$ cat src/rtl/autosa_glb_intr_ctrl.sv
`default_nettype none
// =============================================================================
// autosa_glb_intr_ctrl - W1C status latch, pending count, coalesced core irq. Rev 1.0
// =============================================================================
module autosa_glb_intr_ctrl #(
  parameter int NUM_SRC = 16,
  parameter int CNT_W   = 5,
  parameter int TMR_W   = 16
) (
  input  logic               autosa_core_clk,
  input  logic               autosa_core_rstn,
  input  logic [NUM_SRC-1:0] src_intr_pd,
  input  logic [NUM_SRC-1:0] intr_mask,
  input  logic               sw_set_trigger,
  input  logic               sw_clr_trigger,
  input  logic               ovf_clr_trigger,
  input  logic [NUM_SRC-1:0] req_wdat,
  input  logic               coal_en,
  input  logic [CNT_W-1:0]   coal_thresh,
  input  logic [TMR_W-1:0]   coal_timeout,
  output logic [NUM_SRC-1:0] intr_status,
  output logic [NUM_SRC-1:0] ovf_status,
  output logic [CNT_W-1:0]   pending_cnt,
  output logic               core_intr
);

  typedef enum logic [1:0] {
    ST_IDLE = 2'd0,
    ST_WAIT = 2'd1,
    ST_FIRE = 2'd2
  } state_t;

  state_t             r_state, w_state_nxt;
  logic [NUM_SRC-1:0] r_src_q;
  logic [NUM_SRC-1:0] w_set, w_clr, w_ovf_clr, w_status_nxt, w_ovf_nxt, w_masked;
  logic [CNT_W-1:0]   w_pend, w_thr;
  logic [TMR_W-1:0]   r_timer, w_timer_nxt;

  // Set beats clear on both status and overflow so no event is ever dropped.
  assign w_set        = r_src_q | (req_wdat & {NUM_SRC{sw_set_trigger}});
  assign w_clr        = req_wdat & {NUM_SRC{sw_clr_trigger}};
  assign w_ovf_clr    = req_wdat & {NUM_SRC{ovf_clr_trigger}};
  assign w_status_nxt = w_set | (intr_status & ~w_clr);
  assign w_ovf_nxt    = (r_src_q & intr_status & ~w_clr) | (ovf_status & ~w_ovf_clr);
  assign w_masked     = intr_status & ~intr_mask;
  assign w_thr        = (coal_thresh == '0) ? CNT_W'(1) : coal_thresh;

  always_comb begin
    w_pend = '0;
    for (int i = 0; i < NUM_SRC; i++) begin
      w_pend = w_pend + {{(CNT_W-1){1'b0}}, w_masked[i]};
    end
  end

  always_comb begin
    w_state_nxt = r_state;
    w_timer_nxt = '0;
    if (!coal_en) begin
      w_state_nxt = ST_IDLE;
    end else begin
      case (r_state)
        ST_IDLE: if (w_pend != '0) w_state_nxt = ST_WAIT;
        ST_WAIT: begin
          if (w_pend == '0) begin
            w_state_nxt = ST_IDLE;
          end else if ((w_pend >= w_thr) || (r_timer >= coal_timeout)) begin
            w_state_nxt = ST_FIRE;
          end else begin
            w_timer_nxt = (r_timer == '1) ? r_timer : r_timer + TMR_W'(1);
          end
        end
        ST_FIRE: if (w_pend == '0) w_state_nxt = ST_IDLE;
        default: w_state_nxt = ST_IDLE;
      endcase
    end
  end

  always_ff @(posedge autosa_core_clk or negedge autosa_core_rstn) begin
    if (!autosa_core_rstn) begin
      r_src_q     <= '0;
      intr_status <= '0;
      ovf_status  <= '0;
      pending_cnt <= '0;
      core_intr   <= 1'b0;
      r_state     <= ST_IDLE;
      r_timer     <= '0;
    end else begin
      r_src_q     <= src_intr_pd;
      intr_status <= w_status_nxt;
      ovf_status  <= w_ovf_nxt;
      pending_cnt <= w_pend;
      core_intr   <= coal_en ? (w_state_nxt == ST_FIRE) : (w_pend != '0);
      r_state     <= w_state_nxt;
      r_timer     <= w_timer_nxt;
    end
  end

endmodule
`default_nettype wire

$ cat config.mk
export PLATFORM = sky130hd
export DESIGN_NAME = autosa_glb_intr_ctrl
export DESIGN_NICKNAME = d
export VERILOG_FILES = /design/src/rtl/autosa_glb_intr_ctrl.sv
export SDC_FILE = /design/constraint.sdc
export NUM_CORES = 1
export LEC_CHECK = 0
export BUFFER_PORTS_ARGS = -buffer_cell sky130_fd_sc_hd__buf_2
export CORE_ASPECT_RATIO = 0.9
export CORE_MARGIN = 3
export CORE_UTILIZATION = 30
export CTS_BUF_LIST = sky130_fd_sc_hd__clkbuf_4
export DETAILED_ROUTE_END_ITERATION = 16
export PLACE_DENSITY = 0.59
export SLEW_MARGIN = 20
export SYNTH_ARGS = -nofsm -noshare
export SYNTH_HDL_FRONTEND = slang
export SYNTH_SLANG_ARGS = --single-unit
$ cat constraint.sdc
create_clock -name autosa_core_clk -period 12.5 [get_ports autosa_core_clk]
set_clock_uncertainty 0.15 [all_clocks]
set_input_delay 1.25 -clock autosa_core_clk [delete_from_list [all_inputs] [get_ports autosa_core_clk]]
set_output_delay 1.25 -clock autosa_core_clk [all_outputs]
set_load 0.02 [all_outputs]
==> flow_summary.json <==
{
  "reg2reg_depth": 18,
  "cts_setup_buffers": 0,
  "drt_iter0_drc": 140,
  "postSynthCellCount": 344,
  "grt_max_degree": 73,
  "power_frac_seq_pct": 38.9,
  "max_freq_mhz": 168,
  "drc_errors": 0,
  "core_area_um2": 12200,
  "holdWs_ps": 324,
  "synth_edf_count": 0,
  "cp_max_fo": 17,
  "finalHoldViolCount": 0,
  "crit_chain": "buf_2, nand2b_1, fa_1, fa_1, fa_1, inv_1, fa_1, ha_1, inv_1, fa_1, nor2b_1, nor2_1, ha_1, o21ai_0, o21ai_0, o211ai_1, nand4_2, a2111oi_1",
  "path_buf_inv": 3,
  "path_depth": 18,
  "synth_top_flop_cell": "dfrtp_1",
  "seq_area_frac_synth_pct": 47.7,
  "grt_antenna_before_repair": 0,
  "grt_pass1_wl_um": 16200,
  "nets": 573,
  "worstMarginPinSlew_ps": 909,
  "min_period_over_period_pct": 47.5,
  "vias_per_cell": 4.79,
  "path_common_cell": "fa_1",
  "irDropWorstVdd_mv": 0.0654,
  "dp_slack_ps": 6180,
  "startpoint_type": "input pin",
  "track_usage_pct": 14.3,
  "dp_cells": 610,
  "num_vias": 3001,
  "period_minus_slack_ps": 5940,
  "io_buffers": 112,
  "cp-end-kind": "register",
  "avgSynthCellArea_um2": 11.0,
  "synth_seq_cells": 72,
  "power.switching_mw": 0.272,
  "drt_first_pass_iters": 4,
  "syn-cell-area_um2": 3780,
  "fin_ws_ps": 6560,
  "postCtsHoldBufs": 0,
  "rsz0062_at_grt": "false",
  "ios": 113,
  "worstSkewPairLatency_ps": 420,
  "syn_to_final_growth_pct": 23.3,
  "crit_type": "input pin to register",
  "postSynth.asyncResetShare_pct": 100,
  "cp_top_family": "adder cells",
  "leakagePower_nw": 2.23,
  "cts_tree": "built",
  "cts_sinks": 72,
  "slew_viol_final": 0,
  "antenna_cells": 0,
  "critPathMaxStageDelay_ps": 570,
  "p_clk_share_pct": 21.2,
  "power_density_nw_per_um2": 150,
  "syn_nets": 456,
  "synth.distinct_cells": 43,
  "finalSetupTns_ps": 0,
  "internal_power_mw": 0.427,
  "placed_area_um2": 4510,
  "rows": 38,
  "routedWlPerCell_um": 15.3,
  "finalSetupViolCount": 0,
  "fin_area_um2": 4650,
  "grt_pass1_vias": 3156,
  "slew_headroom_pct": 39.4,
  "final_util_pct": 38.2,
  "die_x_um": 124,
  "ctsResizeCount": 0,
  "drive_gt1_share_pct": 29.0,
  "place_congestion": 0.782,
  "cts-root-buf": "clkbuf_4",
  "clkTransAtPathRegs_ps": 130,
  "hold_depth": 1,
  "cts_buffer_depth": 2,
  "start_util_pct": 31.0,
  "grt_overflow": 0,
  "n_fill_cell": 1280,
  "die_h_um": 112,
  "cp.arrival_ps": 6080,
  "numCtsBuffers": 9,
  "final_cells": 626,
  "critPathRequiredTime_ps": 12650,
  "routed_wl_um": 9590,
  "hpwlAfterDp_um": 7260,
  "pwr-share-comb_pct": 39.9,
  "outcome": "finished clean",
  "drv_cap": 0,
  "power.total_mw": 0.699,
  "p_sw_share_pct": 38.9,
  "hold_path.class": "register to register",
  "ys_warn_count": 0,
  "die_area_um2": 14000,
  "h-tree-depth": 3,
  "ant_nets": 0,
  "critPathSlowestCell": "fa_1"
}
## metal layers
metal	up-vias	GRT usage [%]	wire length, um
met2	86	21.5	4280
met4	0	4.60	172
li1	1467	-	-
met1	1433	19.7	4570
met3	15	4.47	563
met5	-	0	0
## cell families after synthesis
| kind of cell | Yosys count | synth area share, % |
|---|---|---|
| AO/OA/AOI/OAI | 77 | 16.1 |
| multiplexers | 2 | 0.530 |
| AND/OR/NAND/NOR | 104 | 14.9 |
| adder cells (fa/ha/maj) | 37 | 14.2 |
| XOR/XNOR | 9 | 2.09 |
| buffers and inverters | 43 | 4.37 |
| flip-flops | 72 | 47.7 |
## worst paths after layout
kind                                  start  slack, ps              to
hold / removal                   r_state[1]        320      r_state[0]
min in group asynchronous  autosa_core_rstn        870   ovf_status[9]
hold reg to reg                  r_state[1]        320      r_state[0]
max in group asynchronous  autosa_core_rstn      10730  intr_status[0]
setup reg to reg             intr_status[0]       6970      r_timer[6]
setup / recovery               intr_mask[5]       6560      r_timer[6]
## sequential cells by signal, indices dropped and copies added (netlist names)
signal and flops:
intr_status 16, pending_cnt 5, r_timer 16, r_state 2, ovf_status 16, core_intr 1, r_src_q 16
## power by group through the flow
stage               combinational, mW  sequential (mW)  clock, mW
floorplan                       0.175            0.298          0
global placement                0.269            0.277          0
detailed placement              0.281            0.277          0
CTS                             0.282            0.272      0.156
global route                    0.323            0.276      0.164
finish                          0.279            0.272      0.148
## cell usage after synthesis (8+ instances only)
cell | instances | area [um2]
nand2_1 | 22 | 82.6
a211o_1 | 16 | 140
dfrtp_1 | 72 | 1800
nor2_1 | 13 | 48.8
nor2b_1 | 14 | 87.6
ha_1 | 27 | 338
fa_1 | 10 | 200
nand2b_1 | 8 | 50.1
a21boi_0 | 16 | 120
a21oi_1 | 8 | 40.0
a22o_1 | 17 | 149
nor3_1 | 13 | 65.1
nand3_1 | 9 | 45.0
inv_1 | 36 | 135
## cell type report
type / count / area, um2 / share of cell area, %
Multi-Input combinational cell: 229 / 1810 / 38.9
Sequential cell: 72 / 1800 / 38.7
Timing Repair Buffer: 113 / 568 / 12.2
Tap cell: 160 / 200 / 4.30
Inverter: 36 / 135 / 2.90
Clock inverter: 7 / 72.6 / 1.56
Clock buffer: 9 / 67.6 / 1.45
## placed cells by master, fill, tap and decap left out, types with 3 or more instances in the layout
cell type,synthesis,final
a31oi_1,3,3
nor3_1,13,13
nand3_1,9,9
inv_1,36,36
nand2b_1,8,8
nand2_1,22,22
a21boi_0,16,16
dfrtp_1,72,72
a21oi_1,8,8
clkinvlp_4,0,4
clkbuf_4,0,9
buf_2,0,112
a22o_1,17,17
and3_1,4,4
a211o_1,16,16
nor2_1,13,13
o21ai_0,4,4
ha_1,27,27
nor2b_1,14,14
nand4_1,7,7
fa_1,10,10
and4_1,3,3
xor2_1,7,7
Note: power is estimated with default switching activity, not from simulation.
